==> src/rtl/uart_tx.sv <==
// UART transmitter: 1 start bit, DATA_BITS data bits LSB first, 1 stop bit.
// All outputs are registered; a single FSM drives line, busy and done.
module uart_tx #(
  parameter int unsigned CLKS_PER_BIT = 868,
  parameter int unsigned DATA_BITS    = 8
) (
  input  logic                 clk,
  input  logic                 reset,
  input  logic [DATA_BITS-1:0] tx_data,
  input  logic                 tx_start,
  output logic                 tx_busy,
  output logic                 tx_done,
  output logic                 tx_serial
);

  localparam int unsigned CntW = (CLKS_PER_BIT > 1) ? $clog2(CLKS_PER_BIT) : 1;
  localparam int unsigned IdxW = $clog2(DATA_BITS);
  localparam logic [CntW-1:0] CntMax = CntW'(CLKS_PER_BIT - 1);
  localparam logic [IdxW-1:0] IdxMax = IdxW'(DATA_BITS - 1);

  typedef enum logic [1:0] {StIdle, StStart, StData, StStop} state_e;

  state_e               state_q;
  logic [CntW-1:0]      baud_q;
  logic [IdxW-1:0]      bit_idx_q;
  logic [DATA_BITS-1:0] shift_q;

  logic            baud_wrap;
  logic [IdxW-1:0] bit_idx_nxt;

  // Bit-period end and the index of the following data bit.
  always_comb begin
    baud_wrap   = (baud_q == CntMax);
    bit_idx_nxt = bit_idx_q + IdxW'(1);
  end

  // Frame sequencer; the latched word is held unchanged and indexed, never shifted.
  always_ff @(posedge clk) begin
    if (reset) begin
      state_q   <= StIdle;
      baud_q    <= '0;
      bit_idx_q <= '0;
      shift_q   <= '0;
      tx_serial <= 1'b1;
      tx_busy   <= 1'b0;
      tx_done   <= 1'b0;
    end else begin
      tx_done <= 1'b0;
      unique case (state_q)
        StIdle: begin
          baud_q    <= '0;
          bit_idx_q <= '0;
          tx_serial <= 1'b1;
          tx_busy   <= 1'b0;
          if (tx_start) begin
            state_q   <= StStart;
            shift_q   <= tx_data;
            tx_serial <= 1'b0;
            tx_busy   <= 1'b1;
          end
        end
        StStart: begin
          if (baud_wrap) begin
            baud_q    <= '0;
            bit_idx_q <= '0;
            state_q   <= StData;
            tx_serial <= shift_q[0];
          end else begin
            baud_q <= baud_q + CntW'(1);
          end
        end
        StData: begin
          if (baud_wrap) begin
            baud_q <= '0;
            if (bit_idx_q == IdxMax) begin
              state_q   <= StStop;
              tx_serial <= 1'b1;
            end else begin
              bit_idx_q <= bit_idx_nxt;
              tx_serial <= shift_q[bit_idx_nxt];
            end
          end else begin
            baud_q <= baud_q + CntW'(1);
          end
        end
        StStop: begin
          if (baud_wrap) begin
            baud_q    <= '0;
            state_q   <= StIdle;
            tx_serial <= 1'b1;
            tx_busy   <= 1'b0;
            // Done coincides with the first idle cycle, where a new start can be taken.
            tx_done   <= 1'b1;
          end else begin
            baud_q <= baud_q + CntW'(1);
          end
        end
        default: begin
          state_q   <= StIdle;
          tx_serial <= 1'b1;
          tx_busy   <= 1'b0;
        end
      endcase
    end
  end

endmodule

==> config.mk <==
export PLATFORM = sky130hd
export DESIGN_NAME = uart_tx
export DESIGN_NICKNAME = d
export VERILOG_FILES = /design/src/rtl/uart_tx.sv
export SDC_FILE = /design/constraint.sdc
export NUM_CORES = 1
export LEC_CHECK = 0
export ABC_AREA = 1
export BUFFER_PORTS_ARGS = -buffer_cell sky130_fd_sc_hd__buf_2
export CAP_MARGIN = 5
export CORE_ASPECT_RATIO = 0.75
export CORE_MARGIN = 8
export CORE_UTILIZATION = 28
export CTS_CLUSTER_DIAMETER = 120
export CTS_CLUSTER_SIZE = 14
export DETAILED_ROUTE_END_ITERATION = 16
export SLEW_MARGIN = 20
export SYNTH_ARGS = -nofsm -noshare
export SYNTH_HDL_FRONTEND = slang
export SYNTH_SLANG_ARGS = --single-unit
==> constraint.sdc <==
create_clock -name clk -period 1.35 [get_ports clk]
set_input_delay 0.0675 -clock clk [delete_from_list [all_inputs] [get_ports clk]]
set_output_delay 0.0675 -clock clk [all_outputs]
set_load 0.1 [all_outputs]
==> metrics.txt, run 1 <==
# TYPE chip_impl_metric gauge
chip_impl_info{name="cp-start-kind",value="flip-flop"} 1
chip_impl_metric{name="detailroute.wirelength.met2",unit="µm"} 1450
chip_impl_metric{name="num-nets-final",unit=""} 231
chip_impl_metric{name="cell_area_power_density",unit="mW/mm²"} 1780
chip_impl_metric{name="number_of_top_level_pins",unit=""} 14
chip_impl_info{name="grt_setup_unrepaired",value="true"} 1
chip_impl_metric{name="post_drt_wl_per_cell",unit="µm"} 11.5
chip_impl_info{name="critical_path_class",value="flip-flop to flip-flop"} 1
chip_impl_metric{name="route.detailed.drc",unit=""} 0
chip_impl_info{name="root_buffer",value="sky130_fd_sc_hd__clkbuf_8"} 1
chip_impl_info{name="path_cells",value="buf_6 > ha_4 > nor2_4 > inv_2 > o21ai_4 > and2_4 > nand2_2 > nand2_1"} 1
chip_impl_metric{name="finalClockSkew",unit="ps"} 4.67
chip_impl_metric{name="hold_depth",unit=""} 2
chip_impl_metric{name="synthesis.nets",unit=""} 199
chip_impl_metric{name="area_overhead_of_the_layout_relative_to_synthesis",unit="%"} 39.5
chip_impl_metric{name="rr_worst_depth",unit=""} 8
chip_impl_metric{name="max_slew_margin",unit="%"} 67.5
chip_impl_metric{name="grtUsageTotal",unit="%"} 8.49
chip_impl_info{name="ys_top_cells_by_count",value="32 x sky130_fd_sc_hd__nand2_1, 28 x sky130_fd_sc_hd__inv_1, 26 x sky130_fd_sc_hd__dfxtp_1"} 1
chip_impl_metric{name="hold_viol",unit=""} 0
chip_impl_metric{name="synth_async_sr_flop_share",unit="%"} 0
chip_impl_metric{name="synth_edf_count",unit=""} 0
chip_impl_metric{name="initial_core_util",unit="%"} 29.1
chip_impl_metric{name="portBuffers",unit=""} 13
chip_impl_metric{name="p_leak",unit="µW"} 0.000744
chip_impl_metric{name="synth.yosys.seq_area_share",unit="%"} 40.1
chip_impl_info{name="netlist.top_cell.by_area",value="sky130_fd_sc_hd__dfxtp_1"} 1
chip_impl_metric{name="dpl-instance-area",unit="mm²"} 0.00151
chip_impl_metric{name="timing.final.crit_share",unit="%"} 101
chip_impl_metric{name="floorplan.core_area",unit="mm²"} 0.00447
chip_impl_info{name="crit_path_start",value="state_q[0]$_SDFFE_PP0P_"} 1
chip_impl_metric{name="pre_cts_slack",unit="ps"} -34.6
chip_impl_metric{name="grt_start_max_net_pins",unit=""} 16
chip_impl_metric{name="vias_per_cell",unit=""} 4.49
chip_impl_metric{name="antenna_violations_before_repair",unit=""} 0
chip_impl_metric{name="die_x",unit="µm"} 94.6
chip_impl_info{name="worst_setup_path_end_kind",value="flip-flop"} 1
chip_impl_metric{name="critical_path_peak_fanout",unit=""} 6
chip_impl_metric{name="wl_met1",unit="µm"} 1490
chip_impl_metric{name="grt_overflow",unit=""} 0
chip_impl_metric{name="tritoncts.num_buffers",unit=""} 3
chip_impl_metric{name="die_h",unit="µm"} 75.0
chip_impl_info{name="hold_path.class",value="input pin to flip-flop"} 1
chip_impl_metric{name="max_cap_violation_count",unit=""} 0
chip_impl_info{name="status",value="complete, but fails checks"} 1
chip_impl_metric{name="synth_area",unit="mm²"} 0.00130
chip_impl_metric{name="netlist-cell-type-count",unit=""} 25
chip_impl_metric{name="number_of_global_route_vias_before_repair",unit=""} 1093
chip_impl_metric{name="met3_routed_length",unit="µm"} 97
chip_impl_info{name="dominant_cell_by_count_in_the_synthesized_netlist",value="sky130_fd_sc_hd__nand2_1"} 1
chip_impl_metric{name="cts_buffer_depth",unit=""} 2
chip_impl_metric{name="drt-initial-drc-count",unit=""} 39
chip_impl_metric{name="fraction_of_layout_instances_using_a_drive_strength_above_1",unit="%"} 38.9
chip_impl_metric{name="worst_ir_drop_vdd",unit="mV"} 0.667
chip_impl_metric{name="dr_total_vias",unit=""} 1203
chip_impl_metric{name="combined_area_of_the_multi_input_logic_cells",unit="µm²"} 828
chip_impl_metric{name="postSynthAreaPerCell",unit="µm²"} 7.22
chip_impl_metric{name="post_cts_clock_slew_at_the_launch_and_capture_registers_of_the_worst_setup_and_hold_paths",unit="ps"} 100
chip_impl_info{name="critical_path.reg2reg.startpoint",value="state_q[0]$_SDFFE_PP0P_"} 1
chip_impl_metric{name="std_cell_rows",unit=""} 21
chip_impl_metric{name="worst_path_required",unit="ps"} 1580
chip_impl_metric{name="drtPass1Iterations",unit=""} 4
chip_impl_metric{name="report.final.setup_viol",unit=""} 1
chip_impl_metric{name="first_pass_grt_wire_length",unit="µm"} 4750
chip_impl_metric{name="numClockSinks",unit=""} 26
chip_impl_metric{name="actual_slew_at_the_worst_max_slew_pin",unit="ps"} 490
chip_impl_metric{name="final_util",unit="%"} 40.6
chip_impl_metric{name="die-area",unit="mm²"} 0.00710
chip_impl_metric{name="clock_tree.htree_level_count",unit=""} 1
chip_impl_metric{name="postSynthRegisterBits",unit=""} 26
chip_impl_metric{name="routabilityCongestion",unit=""} 0.834
chip_impl_metric{name="n_fill_cell",unit=""} 458
chip_impl_metric{name="achievable_freq",unit="GHz"} 0.735
chip_impl_info{name="tritoncts",value="yes"} 1
chip_impl_info{name="failing_checks",value="negative setup slack"} 1
chip_impl_metric{name="final-seq-area",unit="µm²"} 532
chip_impl_metric{name="total_wirelength_of_the_detailed_routed_design",unit="µm"} 3080
chip_impl_metric{name="finalWorstSetupSlack",unit="ps"} -9.95
chip_impl_info{name="post_synth_main_area_contributors",value="sky130_fd_sc_hd__dfxtp_1 40%, sky130_fd_sc_hd__nand2_1 9.2%, sky130_fd_sc_hd__inv_1 8.1%"} 1
chip_impl_metric{name="fin_crit",unit="ps"} 1360
chip_impl_metric{name="postLayoutCellArea",unit="mm²"} 0.00181
chip_impl_metric{name="ant_nets",unit=""} 0
chip_impl_metric{name="syn-instance-count",unit=""} 180
chip_impl_info{name="highest_routed_metal_layer",value="met4"} 1
chip_impl_metric{name="antennaDiodeCount",unit=""} 0
chip_impl_info{name="synth_top_flop_cell",value="sky130_fd_sc_hd__dfxtp_1"} 1
chip_impl_metric{name="synth.yosys.warnings",unit=""} 0
chip_impl_metric{name="timing.critical_path.arrival",unit="ps"} 1590
chip_impl_metric{name="dp_hpwl",unit="µm"} 2140
chip_impl_info{name="hold_path_startpoint",value="reset"} 1
chip_impl_metric{name="clk-insertion-delay-late",unit="ps"} 280
chip_impl_metric{name="finalSetupTns",unit="ps"} -9.95
chip_impl_metric{name="totalPowerFinal",unit="µW"} 3220
chip_impl_metric{name="critical-path-max-stage-delay",unit="ps"} 340
chip_impl_info{name="slowest_stage",value="sky130_fd_sc_hd__dfxtp_2"} 1
chip_impl_metric{name="finalMaxSlewViolations",unit=""} 0
chip_impl_metric{name="synth_top_area_share",unit="%"} 40.1
[sequential cells by signal (all words and copies together), names as in the netlist]
name / flops
baud_q: 10
bit_idx_q: 3
shift_q: 8
state_q: 2
tx_busy: 1
tx_done: 1
tx_serial: 1
[power breakdown]
part	total [µW]	switching (µW)	internal, µW	leakage [µW]
sequential	1010	80.6	926	0.000216
clock	659	262	397	0.0000357
combinational	1560	917	642	0.000493
[cell families (layout without fill, tap and decap cells)]
| logic type | count (synthesis) | count (layout) | synth area share [%] |
|---|---|---|---|
| DFF | 26 | 26 | 40.1 |
| and+or+nand+nor | 79 | 80 | 28.2 |
| buffers and inverters | 31 | 61 | 8.96 |
| adders and majority gates | 8 | 8 | 7.71 |
| AOI/OAI and AO/OA | 36 | 36 | 15.0 |
[metrics by stage]
| stage | hold WS, ps | std cells |
|---|---|---|
| 2_1_floorplan | 129 | 180 |
| 3_3_place_gp | 328 | 257 |
| 3_5_place_dp | 330 | 257 |
| 4_1_cts | 34.4 | 262 |
| 5_1_grt | 20.4 | 268 |
| 6_report | 30.1 | 268 |
[worst max-delay path, delay by kind of cell (launching register included)]
family	cells	cell delay, ps
flip-flops	1	340
AO/OA/AOI/OAI	1	250
buffers and inverters	2	190
AND/OR/NAND/NOR	4	390
adder cells (fa/ha/maj)	1	160
[area by class of cell]
cell class | count | area share, %
Clock buffer | 3 | 2.28
Clock inverter | 1 | 1.66
Inverter | 29 | 6.15
Multi-Input combinational cell | 124 | 45.7
Sequential cell | 26 | 29.4
Tap cell | 57 | 3.94
Timing Repair Buffer | 28 | 10.9
[path summary, 6_finish.rpt]
check | end | slack, ps
max reg2reg | tx_serial$_SDFFE_PP1P_ | -10
min | bit_idx_q[1]$_SDFFE_PP0P_ | 30
max | tx_serial$_SDFFE_PP1P_ | -10
min reg2reg | shift_q[6]$_SDFFE_PP0P_ | 470
[what timing repair did]
item / CTS / global route
gates resized for setup: 7 / 51
buffers inserted: 0 / 6
setup endpoints to repair: 5 / 20
hold buffers: 0 / 0
cloned: 1 / 0
pin swaps: 1 / 12
hold endpoints to repair: 0 / 0
[metal layers]
layer | up-vias | GRT usage, %
met3 | 5 | 2.19
met4 | 0 | 3.10
met1 | 534 | 10.6
li1 | 648 | -
met2 | 16 | 13.8
met5 | - | 0
[cell usage in the layout, fill, tap and decap left out, drive strengths merged]
cell     n
clkbuf   3
o21bai   1
nand3   12
nand4    1
nor3     5
nand3b   3
ha       8
buf     28
inv     29
nor3b    3
and2     1
nand2   35
or2      2
nor2    18
o211ai   1
o21ai   15
dfxtp   26
a21oi   18
a211oi   1
bufinv   1
(Power assumes the default switching activity.)
==> run 2, diff against run 1 <==
PLACE_DENSITY = 0.46   (was not set)
==> metrics.txt, run 2 (synthesis results as in run 1) <==
# TYPE chip_impl_metric gauge
chip_impl_metric{name="dr_total_vias",unit=""} 1172
chip_impl_info{name="layout.cells.most_common_list",value="26 x sky130_fd_sc_hd__nand2_1, 24 x sky130_fd_sc_hd__inv_1, 17 x sky130_fd_sc_hd__dfxtp_1"} 1
chip_impl_metric{name="timing.critical_path.arrival",unit="ps"} 1510
chip_impl_metric{name="dpl-instance-area",unit="mm²"} 0.00154
chip_impl_metric{name="post_drt_wl_per_cell",unit="µm"} 11.5
chip_impl_metric{name="portBuffers",unit=""} 13
chip_impl_metric{name="antenna_violations_before_repair",unit=""} 0
chip_impl_metric{name="cts_buffer_depth",unit=""} 2
chip_impl_metric{name="finalWorstSetupSlack",unit="ps"} 16.8
chip_impl_metric{name="die_h",unit="µm"} 75.0
chip_impl_info{name="r2r-end",value="state_q[0]$_SDFFE_PP0P_"} 1
chip_impl_metric{name="rr_worst_depth",unit=""} 8
chip_impl_metric{name="finalMaxSlewViolations",unit=""} 0
chip_impl_info{name="root_buffer",value="sky130_fd_sc_hd__clkbuf_8"} 1
chip_impl_info{name="status",value="finished clean"} 1
chip_impl_metric{name="largest_register_ffs",unit=""} 10
chip_impl_metric{name="hold_viol",unit=""} 0
chip_impl_metric{name="max_cap_violation_count",unit=""} 0
chip_impl_metric{name="switching_share_of_power",unit="%"} 40.5
chip_impl_metric{name="detailroute.wirelength.met2",unit="µm"} 1260
chip_impl_metric{name="antennaDiodeCount",unit=""} 0
chip_impl_metric{name="pwr-share-clk",unit="%"} 16.9
chip_impl_metric{name="critical_path_peak_fanout",unit=""} 6
chip_impl_metric{name="met3_routed_length",unit="µm"} 161
chip_impl_metric{name="grtUsageTotal",unit="%"} 8.52
chip_impl_metric{name="postLayoutCellArea",unit="mm²"} 0.00178
chip_impl_info{name="hold_end",value="bit_idx_q[1]$_SDFFE_PP0P_"} 1
chip_impl_metric{name="pwr-share-comb",unit="%"} 49.6
chip_impl_metric{name="wl_met1",unit="µm"} 1600
chip_impl_metric{name="tritoncts.num_buffers",unit=""} 3
chip_impl_metric{name="clk-insertion-delay-late",unit="ps"} 270
chip_impl_info{name="critical_path.reg2reg.startpoint",value="state_q[1]$_SDFFE_PP0P_"} 1
chip_impl_metric{name="fin_crit",unit="ps"} 1330
chip_impl_metric{name="timing.reg2reg.setup_slack",unit="ps"} 20
chip_impl_metric{name="report.final.setup_viol",unit=""} 0
chip_impl_metric{name="grt_start_max_net_pins",unit=""} 16
chip_impl_metric{name="vias_per_cell",unit=""} 4.42
chip_impl_metric{name="internal_power",unit="µW"} 1810
chip_impl_metric{name="dp_hpwl",unit="µm"} 2160
chip_impl_metric{name="actual_slew_at_the_worst_max_slew_pin",unit="ps"} 488
chip_impl_info{name="cp-start-kind",value="flip-flop"} 1
chip_impl_metric{name="die_x",unit="µm"} 94.6
chip_impl_info{name="grt_setup_unrepaired",value="true"} 1
chip_impl_metric{name="final-seq-area",unit="µm²"} 534
chip_impl_info{name="tritoncts",value="yes"} 1
chip_impl_metric{name="area_overhead_of_the_layout_relative_to_synthesis",unit="%"} 36.9
chip_impl_metric{name="ant_nets",unit=""} 0
chip_impl_metric{name="combined_area_of_the_multi_input_logic_cells",unit="µm²"} 823
chip_impl_info{name="worst_setup_path_end_kind",value="flip-flop"} 1
chip_impl_metric{name="number_of_global_route_vias_before_repair",unit=""} 1048
chip_impl_info{name="mostFrequentLayoutCell",value="sky130_fd_sc_hd__nand2_1"} 1
chip_impl_metric{name="post_cts_clock_slew_at_the_launch_and_capture_registers_of_the_worst_setup_and_hold_paths",unit="ps"} 90
chip_impl_metric{name="number_of_top_level_pins",unit=""} 14
chip_impl_metric{name="worst_ir_drop_vdd",unit="mV"} 0.804
chip_impl_metric{name="cell_area_power_density",unit="mW/mm²"} 1710
chip_impl_info{name="critical_path_class",value="flip-flop to flip-flop"} 1
chip_impl_metric{name="die-area",unit="mm²"} 0.00710
chip_impl_metric{name="drt-initial-drc-count",unit=""} 63
chip_impl_metric{name="timing.final.crit_share",unit="%"} 98.8
chip_impl_metric{name="achievable_freq",unit="GHz"} 0.750
chip_impl_metric{name="floorplan.core_area",unit="mm²"} 0.00447
chip_impl_metric{name="p_leak",unit="µW"} 0.000720
chip_impl_metric{name="std_cell_rows",unit=""} 21
chip_impl_info{name="highest_routed_metal_layer",value="met4"} 1
chip_impl_info{name="hold_path.class",value="input pin to flip-flop"} 1
chip_impl_metric{name="fraction_of_layout_instances_using_a_drive_strength_above_1",unit="%"} 37.5
chip_impl_info{name="register_with_the_most_flip_flops",value="baud_q"} 1
chip_impl_metric{name="total_wirelength_of_the_detailed_routed_design",unit="µm"} 3040
chip_impl_metric{name="n_fill_cell",unit=""} 468
chip_impl_metric{name="switching_power",unit="µW"} 1230
chip_impl_metric{name="clock_tree.htree_level_count",unit=""} 1
chip_impl_info{name="biggest_regs",value="baud_q x10, shift_q x8, bit_idx_q x3"} 1
chip_impl_metric{name="numClockSinks",unit=""} 26
chip_impl_metric{name="drtPass1Iterations",unit=""} 4
chip_impl_metric{name="initial_core_util",unit="%"} 29.1
chip_impl_metric{name="grt_overflow",unit=""} 0
chip_impl_metric{name="route.detailed.drc",unit=""} 0
chip_impl_metric{name="seqPwrFrac",unit="%"} 33.6
chip_impl_metric{name="hold_depth",unit=""} 2
chip_impl_info{name="hold_path_startpoint",value="reset"} 1
chip_impl_metric{name="num-nets-final",unit=""} 228
chip_impl_metric{name="finalClockSkew",unit="ps"} 5.68
chip_impl_metric{name="routabilityCongestion",unit=""} 0.739
chip_impl_metric{name="pre_cts_slack",unit="ps"} -37.4
chip_impl_metric{name="max_slew_margin",unit="%"} 67.7
chip_impl_metric{name="first_pass_grt_wire_length",unit="µm"} 4750
chip_impl_metric{name="worst_path_required",unit="ps"} 1530
## run 2: critical path, stage by stage (launching register included)
cell and delay (ps):
sky130_fd_sc_hd__dfxtp_4 410, sky130_fd_sc_hd__inv_4 60, sky130_fd_sc_hd__ha_4 160, sky130_fd_sc_hd__nor2_4 100
sky130_fd_sc_hd__inv_2 60, sky130_fd_sc_hd__o21ai_4 230, sky130_fd_sc_hd__nand3_1 110, sky130_fd_sc_hd__nand2_1 70
sky130_fd_sc_hd__nor2_1 40
## run 2: power by group through the flow
stage | Sequential, µW | Clock [µW] | Combinational [µW]
2_1_floorplan | 1160 | 0 | 644
3_3_place_gp | 990 | 0 | 1240
3_5_place_dp | 991 | 0 | 1230
4_1_cts | 975 | 539 | 1260
5_1_grt | 1050 | 578 | 1680
6_report | 1020 | 512 | 1510
## run 2: worst max path at each step
stage | endpoint | start | slack [ps] | depth (start not counted)
floorplan | tx_serial$_SDFFE_PP1P_ | tx_serial$_SDFFE_PP1P_ | 30 | 4
global placement | tx_serial$_SDFFE_PP1P_ | state_q[0]$_SDFFE_PP0P_ | -40 | 8
detailed placement | tx_serial$_SDFFE_PP1P_ | state_q[1]$_SDFFE_PP0P_ | -40 | 8
CTS | bit_idx_q[0]$_SDFFE_PP0P_ | baud_q[0]$_SDFF_PP0_ | -10 | 8
global route | state_q[0]$_SDFFE_PP0P_ | state_q[1]$_SDFFE_PP0P_ | -70 | 8
finish | state_q[0]$_SDFFE_PP0P_ | state_q[1]$_SDFFE_PP0P_ | 20 | 8
## run 2: what timing repair did
action / in CTS / in global routing
hold buffers: 0 / 0
resized for setup: 5 / 53
pin swaps: 0 / 15
endpoints found under the hold margin: 0 / 0
buffers inserted: 0 / 0
setup endpoints to repair: 4 / 21
## run 2: area by class of cell
cell class | instances | share of cell area (%)
Clock buffer | 4 | 3.10
Inverter | 29 | 6.26
Multi-Input combinational cell | 123 | 46.3
Sequential cell | 26 | 30.0
Tap cell | 57 | 4.01
Timing Repair Buffer | 26 | 10.3
## run 2: layer usage
metal	global-route usage (%)	up-vias
met5	0	-
met2	11.5	13
met3	2.99	2
li1	-	638
met4	2.07	0
met1	12.4	519
## run 2: per-stage QoR
stage / hold slack (ps) / total power [µW] / instances / util [%] / setup TNS (ps)
after floorplan: 129 / 1810 / 180 / - / 0
after global placement: 318 / 2230 / 261 / 34.5 / -99.9
after detailed placement: 325 / 2220 / 261 / 34.5 / -96.0
after CTS: 26.7 / 2770 / 265 / 36.2 / -26.4
after global routing: 40.5 / 3310 / 265 / 39.8 / -362
final: 44.5 / 3040 / 265 / 39.8 / 0
==> run 3, diff against run 2 <==
RECOVER_POWER = 25   (was not set)
==> metrics.txt, run 3 (synthesis results as in run 1) <==
# TYPE chip_impl_metric gauge
chip_impl_info{name="hold_path.class",value="input pin to flip-flop"} 1
chip_impl_info{name="tritoncts",value="yes"} 1
chip_impl_metric{name="final_util",unit="%"} 39.8
chip_impl_info{name="cp-start-kind",value="flip-flop"} 1
chip_impl_metric{name="tritoncts.num_buffers",unit=""} 3
chip_impl_metric{name="floorplan.core_area",unit="mm²"} 0.00447
chip_impl_metric{name="timing.critical_path.arrival",unit="ps"} 1510
chip_impl_metric{name="fin_crit",unit="ps"} 1330
chip_impl_metric{name="largest_register_ffs",unit=""} 10
chip_impl_metric{name="drt-initial-drc-count",unit=""} 66
chip_impl_metric{name="actual_slew_at_the_worst_max_slew_pin",unit="ps"} 543
chip_impl_metric{name="die_x",unit="µm"} 94.6
chip_impl_metric{name="critical_path_peak_fanout",unit=""} 6
chip_impl_metric{name="area_overhead_of_the_layout_relative_to_synthesis",unit="%"} 36.9
chip_impl_metric{name="route.detailed.drc",unit=""} 0
chip_impl_metric{name="post_drt_wl_per_cell",unit="µm"} 11.4
chip_impl_metric{name="total_wirelength_of_the_detailed_routed_design",unit="µm"} 3030
chip_impl_info{name="worst_setup_path_end_kind",value="flip-flop"} 1
chip_impl_metric{name="max_cap_violation_count",unit=""} 0
chip_impl_metric{name="finalWorstSetupSlack",unit="ps"} 16.8
chip_impl_metric{name="num-nets-final",unit=""} 228
chip_impl_info{name="biggest_regs",value="baud_q x10, shift_q x8, bit_idx_q x3"} 1
chip_impl_metric{name="numClockSinks",unit=""} 26
chip_impl_metric{name="number_of_global_route_vias_before_repair",unit=""} 1048
chip_impl_metric{name="die-area",unit="mm²"} 0.00710
chip_impl_metric{name="finalClockSkew",unit="ps"} 5.68
chip_impl_metric{name="hold_depth",unit=""} 2
chip_impl_metric{name="report.final.setup_viol",unit=""} 0
chip_impl_metric{name="fraction_of_layout_instances_using_a_drive_strength_above_1",unit="%"} 37.5
chip_impl_metric{name="timing.final.crit_share",unit="%"} 98.8
chip_impl_metric{name="cts_hold_buf",unit=""} 0
chip_impl_info{name="root_buffer",value="sky130_fd_sc_hd__clkbuf_8"} 1
chip_impl_metric{name="std_cell_rows",unit=""} 21
chip_impl_info{name="register_with_the_most_flip_flops",value="baud_q"} 1
chip_impl_metric{name="achievable_freq",unit="GHz"} 0.750
chip_impl_metric{name="worst_ir_drop_vdd",unit="mV"} 0.804
chip_impl_metric{name="cts_buffer_depth",unit=""} 2
chip_impl_metric{name="worst_path_required",unit="ps"} 1530
chip_impl_metric{name="pre_cts_slack",unit="ps"} -37.4
chip_impl_metric{name="antennaDiodeCount",unit=""} 0
chip_impl_metric{name="rr_worst_depth",unit=""} 8
chip_impl_metric{name="first_pass_grt_wire_length",unit="µm"} 4750
chip_impl_metric{name="finalSetupTns",unit="ps"} 0
chip_impl_metric{name="clk-insertion-delay-late",unit="ps"} 270
chip_impl_metric{name="routabilityCongestion",unit=""} 0.739
chip_impl_info{name="layout.cells.most_common_list",value="26 x sky130_fd_sc_hd__nand2_1, 24 x sky130_fd_sc_hd__inv_1, 17 x sky130_fd_sc_hd__dfxtp_1"} 1
chip_impl_info{name="mostFrequentLayoutCell",value="sky130_fd_sc_hd__nand2_1"} 1
chip_impl_metric{name="max_slew_margin",unit="%"} 64.0
chip_impl_metric{name="p_leak",unit="µW"} 0.000720
chip_impl_metric{name="initial_core_util",unit="%"} 29.1
chip_impl_metric{name="drtPass1Iterations",unit=""} 4
chip_impl_metric{name="ant_nets",unit=""} 0
chip_impl_metric{name="vias_per_cell",unit=""} 4.42
chip_impl_metric{name="post_cts_clock_slew_at_the_launch_and_capture_registers_of_the_worst_setup_and_hold_paths",unit="ps"} 90
chip_impl_metric{name="dp_hpwl",unit="µm"} 2160
chip_impl_info{name="grt_setup_unrepaired",value="true"} 1
chip_impl_metric{name="dr_total_vias",unit=""} 1172
chip_impl_metric{name="cell_area_power_density",unit="mW/mm²"} 1710
chip_impl_metric{name="antenna_violations_before_repair",unit=""} 0
chip_impl_info{name="status",value="finished clean"} 1
chip_impl_metric{name="die_h",unit="µm"} 75.0
chip_impl_metric{name="grt_start_max_net_pins",unit=""} 16
chip_impl_metric{name="hold_viol",unit=""} 0
chip_impl_metric{name="totalPowerFinal",unit="µW"} 3040
chip_impl_metric{name="clock_tree.htree_level_count",unit=""} 1
chip_impl_metric{name="grt_overflow",unit=""} 0
chip_impl_metric{name="grtUsageTotal",unit="%"} 8.52
chip_impl_info{name="critical_path_class",value="flip-flop to flip-flop"} 1
chip_impl_metric{name="finalMaxSlewViolations",unit=""} 0
chip_impl_metric{name="portBuffers",unit=""} 13
chip_impl_metric{name="number_of_top_level_pins",unit=""} 14
run 3: metal layers:
layer  GRT usage [%]  part of all wire [%]
met1            12.4                    53
met2            11.5                    42
met5               0                     0
met4            2.07                  0.40
met3            2.99                   5.3
run 3: where the power goes:
part	switching [µW]	total, µW	leakage [µW]	internal (µW)
Combinational	886	1510	0.000474	619
Clock	251	512	0.0000288	261
Sequential	94.7	1020	0.000217	926
run 3: worst max-delay path, stage by stage, from the launching register on:
cell,delay (ps)
sky130_fd_sc_hd__dfxtp_4,410
sky130_fd_sc_hd__inv_4,60
sky130_fd_sc_hd__ha_4,160
sky130_fd_sc_hd__nor2_4,100
sky130_fd_sc_hd__inv_2,60
sky130_fd_sc_hd__o21ai_4,230
sky130_fd_sc_hd__nand3_1,110
sky130_fd_sc_hd__nand2_1,70
sky130_fd_sc_hd__nor2_1,40
run 3: final timing paths:
| check | startpoint | end | slack (ps) |
|---|---|---|---|
| worst max-delay path | state_q[1]$_SDFFE_PP0P_ | state_q[0]$_SDFFE_PP0P_ | 20 |
| worst min-delay path | reset | bit_idx_q[1]$_SDFFE_PP0P_ | 40 |
| worst max register to register | state_q[1]$_SDFFE_PP0P_ | state_q[0]$_SDFFE_PP0P_ | 20 |
| worst min register to register | shift_q[3]$_SDFFE_PP0P_ | shift_q[3]$_SDFFE_PP0P_ | 460 |
run 3: timing repair:
item / 4_1_cts / 5_1_grt
gates resized for setup: 5 / 53
buffers inserted: 0 / 0
pin swaps: 0 / 15
setup endpoints to repair: 4 / 21
cloned: 0 / 0
run 3: metrics by stage:
stage / hold WS (ps) / cell area, µm² / cells
CTS: 26.7 / 1620 / 265
floorplan: 129 / 1300 / 180
global route: 40.5 / 1780 / 265
detailed placement: 325 / 1540 / 261
global placement: 318 / 1540 / 261
finish: 44.5 / 1780 / 265
run 3: layout make-up:
type,instances,area (µm²)
Clock buffer,4,55.1
Fill cell,468,2690
Inverter,29,111
Multi-Input combinational cell,123,823
Sequential cell,26,534
Tap cell,57,71.3
Timing Repair Buffer,26,183
